File: src/rtl/imem_loader.sv
// Instruction-memory loader: turns a byte stream into little-endian 32-bit
// words and writes them to the instruction RAM at word addresses 0..N-1.
// The stream starts with a 16-bit little-endian word count N, then 4*N
// payload bytes.
// Optional feature macro: IMEM_LOADER_CHECKSUM_EN adds a trailing XOR
// checksum byte, which is checked before done is pulsed.
module imem_loader #(
  parameter int unsigned ADDR_W = 11,
  parameter int unsigned DEPTH  = 2048
) (
  input  logic              clk,
  input  logic              rst,
  input  logic              start,
  input  logic              byte_valid,
  input  logic [7:0]        byte_data,
  output logic              byte_ready,
  output logic              mem_we,
  output logic [ADDR_W-1:0] mem_addr,
  output logic [31:0]       mem_wdata,
  output logic              cpu_hold,
  output logic              busy,
  output logic              done,
  output logic              err
);

  typedef enum logic [2:0] {
    StIdle,
    StHdrLo,
    StHdrHi,
    StData,
`ifdef IMEM_LOADER_CHECKSUM_EN
    StCsum,
`endif
    StDone
  } state_e;

  state_e state_q, state_d;

  logic [7:0]        hdr_lo_q, hdr_lo_d;
  logic [15:0]       n_q, n_d;
  logic [23:0]       asm_q, asm_d;   // lower three bytes of the word being built
  logic [1:0]        bcnt_q, bcnt_d;
  logic [15:0]       widx_q, widx_d; // words written so far
  logic              mem_we_q, mem_we_d;
  logic [ADDR_W-1:0] mem_addr_q, mem_addr_d;
  logic [31:0]       mem_wdata_q, mem_wdata_d;
  logic              err_q, err_d;
`ifdef IMEM_LOADER_CHECKSUM_EN
  logic [7:0]        csum_q, csum_d;
`endif

  logic        xfer;
  logic [15:0] n_new;
  logic [15:0] widx_inc;

  assign xfer     = byte_valid & byte_ready;
  assign n_new    = {byte_data, hdr_lo_q};
  assign widx_inc = widx_q + 16'd1;

  // Handshake and status outputs decoded from the current state.
  always_comb begin
    byte_ready = 1'b0;
    unique case (state_q)
      StHdrLo, StHdrHi, StData: byte_ready = 1'b1;
`ifdef IMEM_LOADER_CHECKSUM_EN
      StCsum:                   byte_ready = 1'b1;
`endif
      default:                  byte_ready = 1'b0;
    endcase
  end

  assign busy      = (state_q != StIdle);
  assign cpu_hold  = busy;
  assign done      = (state_q == StDone);
  assign mem_we    = mem_we_q;
  assign mem_addr  = mem_addr_q;
  assign mem_wdata = mem_wdata_q;
  assign err       = err_q;

  // Next-state logic: header decode, word assembly and RAM write generation.
  always_comb begin
    state_d     = state_q;
    hdr_lo_d    = hdr_lo_q;
    n_d         = n_q;
    asm_d       = asm_q;
    bcnt_d      = bcnt_q;
    widx_d      = widx_q;
    mem_we_d    = 1'b0;
    mem_addr_d  = mem_addr_q;
    mem_wdata_d = mem_wdata_q;
    err_d       = err_q;
`ifdef IMEM_LOADER_CHECKSUM_EN
    csum_d      = csum_q;
`endif
    unique case (state_q)
      StIdle: begin
        if (start) begin
          err_d   = 1'b0;
          asm_d   = '0;
          bcnt_d  = '0;
          widx_d  = '0;
`ifdef IMEM_LOADER_CHECKSUM_EN
          csum_d  = '0;
`endif
          state_d = StHdrLo;
        end
      end
      StHdrLo: begin
        if (xfer) begin
          hdr_lo_d = byte_data;
          state_d  = StHdrHi;
        end
      end
      StHdrHi: begin
        if (xfer) begin
          n_d = n_new;
          if ({1'b0, n_new} > 17'(DEPTH)) begin
            err_d   = 1'b1;
            state_d = StIdle;
          end else if (n_new == 16'd0) begin
`ifdef IMEM_LOADER_CHECKSUM_EN
            state_d = StCsum;
`else
            state_d = StDone;
`endif
          end else begin
            state_d = StData;
          end
        end
      end
      StData: begin
        if (xfer) begin
`ifdef IMEM_LOADER_CHECKSUM_EN
          csum_d = csum_q ^ byte_data;
`endif
          bcnt_d = bcnt_q + 2'd1;
          unique case (bcnt_q)
            2'd0: asm_d[7:0]   = byte_data;
            2'd1: asm_d[15:8]  = byte_data;
            2'd2: asm_d[23:16] = byte_data;
            default: begin
              // Fourth byte completes the word; assembly register is free again
              mem_we_d    = 1'b1;
              mem_addr_d  = widx_q[ADDR_W-1:0];
              mem_wdata_d = {byte_data, asm_q};
              widx_d      = widx_inc;
              if (widx_inc == n_q) begin
`ifdef IMEM_LOADER_CHECKSUM_EN
                state_d = StCsum;
`else
                state_d = StDone;
`endif
              end
            end
          endcase
        end
      end
`ifdef IMEM_LOADER_CHECKSUM_EN
      StCsum: begin
        if (xfer) begin
          if (byte_data == csum_q) begin
            state_d = StDone;
          end else begin
            err_d   = 1'b1;
            state_d = StIdle;
          end
        end
      end
`endif
      StDone: state_d = StIdle;
      default: state_d = StIdle;
    endcase
  end

  // State register with synchronous reset; reset drops any partial word.
  always_ff @(posedge clk) begin
    if (rst) begin
      state_q     <= StIdle;
      hdr_lo_q    <= '0;
      n_q         <= '0;
      asm_q       <= '0;
      bcnt_q      <= '0;
      widx_q      <= '0;
      mem_we_q    <= 1'b0;
      mem_addr_q  <= '0;
      mem_wdata_q <= '0;
      err_q       <= 1'b0;
`ifdef IMEM_LOADER_CHECKSUM_EN
      csum_q      <= '0;
`endif
    end else begin
      state_q     <= state_d;
      hdr_lo_q    <= hdr_lo_d;
      n_q         <= n_d;
      asm_q       <= asm_d;
      bcnt_q      <= bcnt_d;
      widx_q      <= widx_d;
      mem_we_q    <= mem_we_d;
      mem_addr_q  <= mem_addr_d;
      mem_wdata_q <= mem_wdata_d;
      err_q       <= err_d;
`ifdef IMEM_LOADER_CHECKSUM_EN
      csum_q      <= csum_d;
`endif
    end
  end

endmodule

File: config.mk
export PLATFORM = sky130hd
export DESIGN_NAME = imem_loader
export DESIGN_NICKNAME = d
export VERILOG_FILES = /design/src/rtl/imem_loader.sv
export SDC_FILE = /design/constraint.sdc
export NUM_CORES = 1
export LEC_CHECK = 0
export CAP_MARGIN = 40
export CORE_MARGIN = 3
export CORE_UTILIZATION = 30
export CTS_BUF_LIST = sky130_fd_sc_hd__clkbuf_8
export CTS_CLUSTER_DIAMETER = 150
export CTS_CLUSTER_SIZE = 8
export DETAILED_ROUTE_END_ITERATION = 16
export GPL_TIMING_DRIVEN = 0
export HOLD_SLACK_MARGIN = 0.02
export PLACE_DENSITY = 0.45
export SYNTH_ARGS = -nofsm -noshare
export SYNTH_HDL_FRONTEND = slang
export SYNTH_SLANG_ARGS = --single-unit
File: constraint.sdc
create_clock -name clk -period 7.2 [get_ports clk]
set_input_delay 1.44 -clock clk [delete_from_list [all_inputs] [get_ports clk]]
set_output_delay 1.44 -clock clk [all_outputs]
set_load 0.01 [all_outputs]
==> out/qor.yml <==
timing:
  fmax_mhz: 280
  setup_violations: 0
  skew_ps: 12.7
  slew_violations: 0
  slew_headroom: 0.482
  period_needed_ps: 3570
  hold_viol_final: 0
  grt_setup_unrepaired: "no"
  fin_tns_setup_ps: 0
  worst_pin_slew_ps: 777
  finalCritPeriodShare: 0.496
finish:
  synthToLayoutAreaGrowth_pct: 26.5
  final_nets: 734
  n_antenna_cell: 0
  drive_gt1_frac: 0.0740
  stdcell_count: 946
  final_cell_mix: "nand2_1 (161), dfxtp_1 (114), a21oi_1 (104)"
  fillCellCount: 1739
  layout_commonest_cell: "nand2_1"
  multi_input_area_mm2: 0.00246
  regArea_mm2: 0.00228
routing:
  post-route-drc-count: 0
  drtAntennaViolNets: 0
  first_iter_violations: 331
  viasPerCell: 4.85
  vias: 4592
  drtPass1Iterations: 4
  routed_wl_mm: 15.5
  drt-wirelength-per-cell_um: 16.4
die:
  row_count: 46
  start_util: 0.309
  die_h_um: 134
  die_w_um: 134
  die_area_mm2: 0.0181
  core_area_mm2: 0.0160
  pin_count: 61
logic_synthesis:
  synth_fp_nets: 656
  async_flop_share: 0
  syn_inst: 639
  synth-seq-area-share: 0.462
  synth_flop_cell: "dfxtp_1"
  ys_types: 50
  netlist_area_mm2: 0.00494
  avgSynthCellArea_um2: 7.74
  yosysWarnings: 0
  postSynthRegisterBits: 114
  synth_edf_count: 0
power_and_ir_drop:
  seq_power_share: 0.398
  cellPowerDensity_mw_per_mm2: 266
  clockPowerShare: 0.412
  combPwrFrac: 0.190
  swShare: 0.289
  leakage_nw: 2.06
  ir_drop_uv: 139
  p_int_mw: 1.18
  p_sw_mw: 0.482
clock_tree:
  cts_tree: "built"
  cts-root-buf: "clkbuf_8"
  cts_sinks: 114
  post_cts_resize_count: 0
  cts-buffers-inserted: 17
  clockBufferDepth: 2
  clk_latency_ps: 440
  holdBufCountCts: 0
  cts_setup_buffers: 0
  cts.clk_slew.worst_paths_ps: 70
  htree_levels: 4
global_route:
  first_global_vias: 4391
  grt.total_usage: 0.175
  antenna_found_initial: 0
  grt_max_degree: 17
  overflow: 0
  grt_pass1_wl_mm: 24.3
setup_path:
  worstPathArrival_ps: 2130
  end_kind: "output port"
  worst_setup_path_start_kind: "flip-flop"
  rr_worst_depth: 9
  r2r_start: "state_q[2]"
  path_max_fanout: 10
  required_ps: 5760
  worst-setup-path-type: "flip-flop to output port"
  r2r-end: "widx_q[14]"
  ff2ff_setup_slack_ps: 4230
place:
  numPlacedInstances: 914
  numPortBuffers: 58
  dp_hpwl_mm: 11.0
  place_congestion: 0.868
job:
  cap_violations: 0
worst_hold_path:
  min-delay-start: "asm_q[16]"
  hp-class: "flip-flop to flip-flop"
  holdPathEnd: "mem_wdata[16]"
  hold_path_depth: 2
run_status:
  outcome: "finished, final reports clean"
==> area by class of cell <==
type	instances	area share
clock inverter	13	0.0304
buffer	42	0.0280
clock buffer	19	0.0418
inverter	7	0.00420
timing repair buffer	59	0.0940
sequential	114	0.365
multi-input combinational	476	0.393
tap	216	0.0432
==> metal layers <==
metal	global-route usage	wire length (µm)	up-vias	share of wire
li1	-	-	2320	-
met1	0.229	7140	2150	0.46
met2	0.286	7280	109	0.47
met3	0.0428	876	13	0.057
met4	0.0537	208	0	0.013
met5	0	0	-	0
==> sequential cells by signal, indices dropped and copies added (netlist names), 2 cells and up <==
register,flops
mem_wdata,32
n_q,16
asm_q,24
state_q,3
bcnt_q,2
hdr_lo_q,8
widx_q,16
mem_addr,11
==> worst max-delay path: stages, from the launching register on <==
cell and delay (ps):
dfxtp_1 300, clkbuf_1 220, nor3_1 410, inv_1 140, buf_4 160, clkdlybuf4s50_1 460
==> through the flow <==
step | util | instance area, µm² | power, mW | hold slack [ps] | worst slack, ps
after floorplan | - | 4940 | 0.874 | 432 | 4350
after global placement | 0.362 | 5800 | 0.988 | 443 | 3430
after detailed placement | 0.363 | 5800 | 0.993 | 448 | 3370
after CTS | 0.391 | 6250 | 1.68 | 454 | 3590
after global routing | 0.391 | 6250 | 1.74 | 472 | 3450
final | 0.391 | 6250 | 1.67 | 451 | 3630
==> kinds of logic (layout without fill, tap and decap cells) <==
kind of cell,count (synthesis),count (layout),share of synthesized area
DFF,114,114,0.462
muxes,9,9,0.0182
adders and majority gates,5,5,0.0127
and+or+nand+nor,300,300,0.272
AOI/OAI and AO/OA,140,140,0.156
buffers and inverters,49,140,0.0407
xor gates and xnor gates,22,22,0.0390
==> power groups by stage <==
stage	Clock, mW	Combinational, mW	Sequential [mW]
floorplan	0	0.201	0.673
CTS	0.700	0.318	0.663
detailed placement	0	0.316	0.677
finish	0.686	0.317	0.663
global placement	0	0.312	0.677
global route	0.728	0.352	0.665
==> cell usage after synthesis (all sizes together), types with 2 or more instances <==
cell type,instances,area [µm²]
nand2,161,604
dfxtp,114,2280
a21oi,105,529
nor2,58,218
nand3,32,173
clkbuf,30,114
o21ai,18,90.1
xnor2,18,158
buf,12,61.3
mux2i,9,90.1
and3,8,62.6
nor3,8,40.0
inv,7,26.3
nor4,7,50.1
and2,5,32.5
ha,5,62.6
nand3b,5,37.5
o211ai,5,42.5
xor2,4,35.0
a31oi,3,18.8
nand4,3,18.8
a211oi,2,15.0
and4,2,18.8
nor2b,2,12.5
nor3b,2,15.0
o31ai,2,15.0
o41ai,2,36.3
or3,2,12.5
==> how the worst max path moves through the flow <==
stage | from | endpoint | slack [ps]
5_1_grt | state_q[2] | cpu_hold | 3450
2_1_floorplan | byte_valid | state_q[1] | 4350
3_3_place_gp | byte_valid | state_q[0] | 3430
6_report | state_q[2] | cpu_hold | 3630
4_1_cts | state_q[2] | cpu_hold | 3590
3_5_place_dp | byte_valid | state_q[1] | 3370
(Power assumes the default switching activity.)
